<file path="config.mk">
export PLATFORM = sky130hd
export DESIGN_NAME = icache_dm
export DESIGN_NICKNAME = d
export VERILOG_FILES = /design/src/rtl/icache_dm.sv
export SDC_FILE = /design/constraint.sdc
export NUM_CORES = 2
export LEC_CHECK = 0
export CORE_UTILIZATION = 35
export DETAILED_ROUTE_END_ITERATION = 6
export HOLD_SLACK_MARGIN = 0.15
export PLACE_DENSITY_LB_ADDON = 0.3
export RECOVER_POWER = 50
export SLEW_MARGIN = 0
export SYNTH_ARGS = -nofsm -noshare
export SYNTH_HDL_FRONTEND = slang
export SYNTH_SLANG_ARGS = --single-unit
</file>
<file path="constraint.sdc">
create_clock -name clk -period 5.55 [get_ports clk]
set_input_delay 1.11 -clock clk [delete_from_list [all_inputs] [get_ports clk]]
set_output_delay 1.11 -clock clk [all_outputs]
set_load 0.05 [all_outputs]
</file>
<file path="src/rtl/icache_dm.sv">
// icache_dm: direct-mapped instruction cache that refills whole lines over a req/ack memory port.
// Defining ICACHE_STATS_EN adds free-running hit/miss counters (hit_cnt_o, miss_cnt_o).
module icache_dm #(
    parameter int          LINE_WORDS = 4,
    parameter int          LINES      = 16,
    parameter logic [31:0] NOP_INST   = 32'h00000013
) (
    input  logic        clk,
    input  logic        rst,
    input  logic        cpu_req_i,
    input  logic [31:0] cpu_addr_i,
    output logic [31:0] cpu_inst_o,
    output logic        cpu_stall_o,
    input  logic        flush_i,
    output logic        mem_req_o,
    output logic [31:0] mem_addr_o,
    input  logic        mem_ack_i,
    input  logic [31:0] mem_data_i
`ifdef ICACHE_STATS_EN
    ,
    output logic [31:0] hit_cnt_o,
    output logic [31:0] miss_cnt_o
`endif
);
    localparam int OFFSET_W = $clog2(LINE_WORDS);
    localparam int INDEX_W  = $clog2(LINES);
    localparam int TAG_W    = 32 - OFFSET_W - INDEX_W - 2;
    localparam logic [OFFSET_W-1:0] LAST_WORD = OFFSET_W'(LINE_WORDS - 1);

    typedef enum logic {IDLE, REFILL} state_t;
    state_t state, state_nxt;

    logic [LINES-1:0] valid;
    logic [TAG_W-1:0] tag_arr  [LINES];
    logic [31:0]      data_arr [LINES*LINE_WORDS];

    logic [OFFSET_W-1:0] offset;
    logic [INDEX_W-1:0]  index;
    logic [TAG_W-1:0]    tag;
    logic [TAG_W-1:0]    rf_tag;
    logic [INDEX_W-1:0]  rf_index;
    logic [OFFSET_W-1:0] fill_cnt;
    logic                pend_flush;
    logic                hit;
    logic                miss;
    logic                fill_ack;
    logic                fill_done;
    logic                unused_addr_bits;

    assign offset           = cpu_addr_i[OFFSET_W+1:2];
    assign index            = cpu_addr_i[OFFSET_W+INDEX_W+1:OFFSET_W+2];
    assign tag              = cpu_addr_i[31:OFFSET_W+INDEX_W+2];
    assign unused_addr_bits = ^cpu_addr_i[1:0];

    assign hit  = (state == IDLE) && cpu_req_i && valid[index] && (tag_arr[index] == tag);
    assign miss = (state == IDLE) && cpu_req_i && !hit;

    // The refill pointer registers double as the memory address, so it cannot move during wait states.
    assign mem_addr_o = {rf_tag, rf_index, fill_cnt, 2'b00};

    always_ff @(posedge clk or posedge rst) begin
        if (rst) begin
            state <= IDLE;
        end else begin
            state <= state_nxt;
        end
    end

    always_comb begin
        state_nxt   = state;
        cpu_inst_o  = NOP_INST;
        cpu_stall_o = 1'b0;
        mem_req_o   = 1'b0;
        fill_ack    = 1'b0;
        fill_done   = 1'b0;
        case (state)
            IDLE: begin
                if (hit) begin
                    cpu_inst_o = data_arr[{index, offset}];
                end else if (miss) begin
                    cpu_stall_o = 1'b1;
                    state_nxt   = REFILL;
                end
            end
            REFILL: begin
                mem_req_o   = 1'b1;
                cpu_stall_o = 1'b1;
                fill_ack    = mem_ack_i;
                if (mem_ack_i && (fill_cnt == LAST_WORD)) begin
                    fill_done = 1'b1;
                    state_nxt = IDLE;
                end
            end
            default: state_nxt = IDLE;
        endcase
    end

    // A flush seen during refill is deferred so the completing line is invalidated along with the rest.
    always_ff @(posedge clk or posedge rst) begin
        if (rst) begin
            valid      <= '0;
            rf_tag     <= '0;
            rf_index   <= '0;
            fill_cnt   <= '0;
            pend_flush <= 1'b0;
        end else begin
            if (miss) begin
                rf_tag       <= tag;
                rf_index     <= index;
                fill_cnt     <= '0;
                valid[index] <= 1'b0;
            end
            if ((state == IDLE) && flush_i) begin
                valid <= '0;
            end
            if (fill_ack) begin
                fill_cnt <= fill_cnt + 1'b1;
            end
            if ((state == REFILL) && flush_i) begin
                pend_flush <= 1'b1;
            end
            if (fill_done) begin
                if (pend_flush || flush_i) begin
                    valid <= '0;
                end else begin
                    valid[rf_index] <= 1'b1;
                end
                pend_flush <= 1'b0;
            end
        end
    end

    always_ff @(posedge clk) begin
        if (miss) begin
            tag_arr[index] <= tag;
        end
        if (fill_ack) begin
            data_arr[{rf_index, fill_cnt}] <= mem_data_i;
        end
    end

`ifdef ICACHE_STATS_EN
    always_ff @(posedge clk or posedge rst) begin
        if (rst) begin
            hit_cnt_o  <= '0;
            miss_cnt_o <= '0;
        end else begin
            if (hit) begin
                hit_cnt_o <= hit_cnt_o + 32'd1;
            end
            if (miss) begin
                miss_cnt_o <= miss_cnt_o + 32'd1;
            end
        end
    end
`endif

endmodule

</file>
# Yosys cells after proc, flatten, opt, wreduce, memory -nomap -nowiden
# Memory sizes are Yosys's and may differ from the RTL's.
# Cells that the tools add are included.
[word_totals]
regBits = 48
ramBits = 2432
inputBits = 69
out_inout_bits = 66
word_cells = 60
n_memories = 2
[memory_table]
columns = ["name", "words", "width", "rd", "rd_ports_with_merged_regs", "wr", "line_no", "text"]
rows = [
  ["data_arr", 64, 32, 1, 0, 1, "35", "logic [31:0] data_arr [LINES*LINE_WORDS];"],
  ["tag_arr", 16, 24, 1, 0, 1, "34", "logic [TAG_W-1:0] tag_arr [LINES];"],
]
[classes]
add_sub_neg = 1
order_cmp = 4
eq_ne = 2
mux = 28
bitwise_logic = 4
n_reduce_logical = 13
[ops]
columns = ["cell", "n"]
rows = [
  ["$mux 16", 4],
  ["$mux 32", 2],
  ["$eq 24x24->1", 1],
  ["$and 16x16->16", 1],
  ["$not 16->16", 1],
  ["$or 16x16->16", 1],
  ["$mux 1", 15],
  ["$lt 4x5->1 const B", 2],
  ["$logic_and 1x1->1", 9],
  ["$demux 1 s4", 2],
  ["$ge 4x1->1 const B", 2],
  ["$bmux 1 s4", 1],
  ["$mux 2", 2],
  ["$pmux 1 s2", 2],
  ["$reduce_bool 2->1", 2],
  ["$add 2x1->2 const B", 1],
  ["$eq 2x2->1 const B", 1],
  ["$logic_not 1->1", 1],
  ["$logic_or 1x1->1", 1],
  ["$not 1->1", 1],
]

# Logic depth before layout (Yosys ltp)
[logic_depth]
word_depth = 11
depth_mapped = 13
ltp_nobuf = 8

# Worst setup path after synthesis
# OpenSTA, ideal clock, no wires.
[synth_timing]
path_type = "in2out"
start = "in cpu_addr_i[4]"
end = "out cpu_inst_o[31]"
t_arrival_ps = 5696
t_required_ps = 4440
setup_slack_ps = -1256
path_stages = 11
path_buffers = 3
cell_sequence = "buf_4 -> buf_4 -> buf_4 -> mux4_2 -> mux2i_1 -> xor2_1 -> nand4_1 -> a21oi_1 -> and4b_1 -> nand3_1 -> a2111oi_0"
[synth_between]
elab_chain_cells = 6
elab_cells_between_ends = 9
cone_classes = "eq/ne: 1; mux: 4; reduce/logical: 2; memory: 2"
[synth_lines]
columns = ["element", "line_no", "text"]
rows = [
  ["from (decl)", "11", "input logic [31:0] cpu_addr_i,"],
  ["parallel branches: the longest is 4 deep, another holds $mem_v2 16x24", "-", ""],
  ["$mux 32 (*)", "78", "if (hit) begin"],
  ["$mux 32 (*)", "76", "case (state)"],
  ["to (decl)", "12", "output logic [31:0] cpu_inst_o,"],
]
# Mark *: on every way between the ends. The select of a mux whose other input is x is not followed.

# Worst setup path after layout
[layout_timing]
start = "in cpu_addr_i[4]"
end = "out cpu_inst_o[12]"
# Same word-level chain as after synthesis.

==> run_results.csv <==
group,metric,value,unit
outcome,status,"finished, violations left",
outcome,violations,"max-capacitance violations, max-slew violations",
floorplan,io_pins,135,
synth,synth_seq_area_share,78.24,%
route,postRouteAntennaNets,0,
cts,cts_tree,"built",
cts,cts.reportedPaths.clkPinSlew,0.06,ns
sta,finalHoldViolations,0,
synth,syn_inst,4141,
critical_path,r2r_cells,11,
critical_path,cp.required,4.44,ns
layout,regArea,0.07423,mm²
placed_design,gp_congestion,0.8263,
sta,fmax,185.0,MHz
power,p_leak,35.39,nW
global_routing,antenna_found_initial,23,
power,peakVddDrop,275.6,µV
floorplan,start_util,35.32,%
power,power,0.04206,W
global_routing,grtUsageMet1,28.70,%
cts,clockRootBuffer,"clkbuf_16",
worst_hold_path,whs_path_depth,1,
route,wl,279400,µm
synth,synth_area_leader_cell,"edfxtp_1",
critical_path,cp-end-kind,"primary output",
layout,post-route-util,42.01,%
placed_design,portBuffers,130,
critical_path,cp_slowest_cell,"mux4_2",
floorplan,rows,190,
floorplan,design.die.area,0.2731,mm²
layout,final_cell_mix,"edfxtp_1 (2,432), mux4_2 (633), buf_4 (310)",
sta,slew_violations,2129,
sta,tightestPinTransition,2.964,ns
cts,cts_buffers,248,
global_routing,grt_pass1_vias,48328,
sta,layout_min_cycle_time,5.405,ns
sta,clock_skew,0.1167,ns
synth,ys_async_sr_fraction,1.935,%
floorplan,die_y,522.6,µm
worst_hold_path,holdPathEnd,"rf_tag[0]",
layout,drive_gt1_share,31.11,%
critical_path,critPathKind,"in -> out",
critical_path,r2r_slack,1.59,ns
sta,setup_viol,0,
worst_hold_path,hold_class,"reg -> reg",
critical_path,slowest_delay,0.54,ns
route,drc,0,
placed_design,placed_cells,8030,
synth,yosysWarnings,0,
synth,ys.flop_type,"edfxtp_1",
synth,synth_edf_count,2432,
cts,h-tree-depth,4,
placed_design,hpwl,163400,µm
critical_path,cp-start-kind,"input port",
route,drtPass1Iterations,6,
layout,final_cells,8498,
layout,final_common_cell,"edfxtp_1",
cts,clock-sinks,2480,
layout,syn_to_final_growth,18.96,%
synth,avgSynthCellArea,22.91,µm²
sta,holdWs,0.4809,ns
critical_path,path_cells,"buf_16 > mux4_2 > o2bb2ai_4 > a2111oi_4 > o31ai_2 > or4_4 > nor4_4 > buf_4 > nand3_4 > buf_12 > buf_4 > nor2_1 > buf_12",
global_routing,global_route.usage.total,20.32,%
critical_path,arrival,4.30,ns
synth,ys_seq_elements,2480,
worst_hold_path,min_from,"rf_tag[0]",
synth,synth_cell_types,71,
global_routing,overflow,0,
route,vias_per_cell,5.687,
layout,num-fill-cells,23233,
floorplan,coreArea,0.2686,mm²
cts,clock_path_buffers,4,
critical_path,regToRegStartpoint,"tag_arr[9][10]",
layout,multi_input_area,0.02033,mm²
synth,synth_top_area_share,76.98,%
route,initialDrtViolationCount,6010,
sta,rsz0062_at_grt,"no",
synth,synth.area.top_cells,"edfxtp_1 (77%), mux4_2 (15%), dfrtp_1 (1.3%)",
global_routing,grt_pass1_wl,386200,µm
global_routing,grt_max_degree,65,
global_routing,top_usage_layer,"met2",
floorplan,dieWidth,522.6,µm
synth,netlist_area,0.09487,mm²
sta,fin_crit_sh,97.39,%
layout,fin_nets,4809,
global_routing,grt_use_met2,32.47,%
critical_path,critPathMaxFanout,18,
cts,hold_buffers,0,
route,vias,48327,
run,cap_violations,33,
sta,slew_headroom,-97.58,%
global_routing,use_met3,3.571,%
route,wl_per_cell,32.88,µm
power,pwr_density_cell,372.6,mW/mm²
cts,insertion_delay,0.94,ns
critical_path,r2r-end,"tag_arr[10][15]",
-- report_power, final --
part / internal [W] / total [W] / switching (W)
combinational: 0.00129 / 0.00384 / 0.00255
sequential: 0.0212 / 0.0214 / 0.000226
clock: 0.00972 / 0.0168 / 0.00709
total: 0.0322 / 0.0421 / 0.00986
-- sequential cells by signal, indices dropped and copies added, names as in the netlist --
register	count
pend_flush	1
data_arr	2048
rf_index	4
rf_tag	24
state	1
valid	16
tag_arr	384
fill_cnt	2
-- per-layer routing --
layer | wire length, µm | vias to the layer above
met5 | 14 | -
met2 | 132500 | 2384
met3 | 25000 | 390
met4 | 7260 | 4
met1 | 114700 | 26600
li1 | - | 18949
-- worst max-delay path, delay by kind of cell --
kind                   cells  cell delay (ns)
buffers and inverters      5             0.88
multiplexers               1             0.54
AND/OR/NAND/NOR            4             1.09
AO/OA/AOI/OAI              3             0.63
-- logic make-up (layout without fill, tap and decap cells) --
| logic type | Yosys count | in the layout | synth area share [%] |
|---|---|---|---|
| AO/OA/AOI/OAI | 313 | 313 | 2.268 |
| other | 1 | 8 | 0.003953 |
| XOR/XNOR | 28 | 28 | 0.2585 |
| buffers and inverters | 223 | 1021 | 1.048 |
| flip-flops | 2480 | 2480 | 78.24 |
| AND/OR/NAND/NOR | 319 | 319 | 1.584 |
| adder cells (fa/ha/maj) | 1 | 1 | 0.01319 |
| multiplexers | 776 | 776 | 16.58 |
-- worst max path at each step --
stage | start | slack, ns | endpoint
after detailed placement | cpu_addr_i[4] | -0.54 | cpu_inst_o[9]
after global routing | tag_arr[6][1] | 0.009 | cpu_inst_o[17]
after floorplan | cpu_addr_i[4] | -0.23 | cpu_inst_o[5]
after global placement | cpu_addr_i[4] | -0.59 | cpu_inst_o[9]
final | cpu_addr_i[4] | 0.14 | cpu_inst_o[12]
after CTS | cpu_addr_i[4] | 0.009 | cpu_inst_o[1]
-- timing repair --
action	in CTS	in global routing
setup endpoints to repair	33	32
cloned	1	3
resized for setup	21	28
buffers inserted	3	4
pin swaps	2	1
-- cell type report --
class | count | share of cell area (%)
Inverter | 10 | 0.03437
Multi-Input combinational cell | 1439 | 18.01
Clock inverter | 153 | 1.438
Clock buffer | 298 | 5.710
Timing Repair Buffer | 560 | 5.082
Tap cell | 3552 | 3.938
Sequential cell | 2480 | 65.77
Antenna cell | 6 | 0.01330
-- synth_stat cells (32+ instances only) --
library cell and n:
edfxtp_1 2432, clkbuf_1 99, o22ai_1 129, buf_2 60, mux2i_1 109, a211oi_1 33, buf_1 39, mux4_2 633
nor2_1 144, a22oi_1 36, a21oi_1 32, dfrtp_1 48, nand2_1 53
-- stage by stage --
stage / setup TNS [ns] / instance area [µm²] / setup slack [ns]
after global placement: -9.609 / 104500 / -0.5889
after detailed placement: -7.771 / 104500 / -0.5350
after CTS: 0 / 112800 / 0.009181
after floorplan: -0.6256 / 94890 / -0.2301
after global routing: 0 / 112900 / 0.009461
final: 0 / 112900 / 0.1447
(Power assumes the default switching activity.)
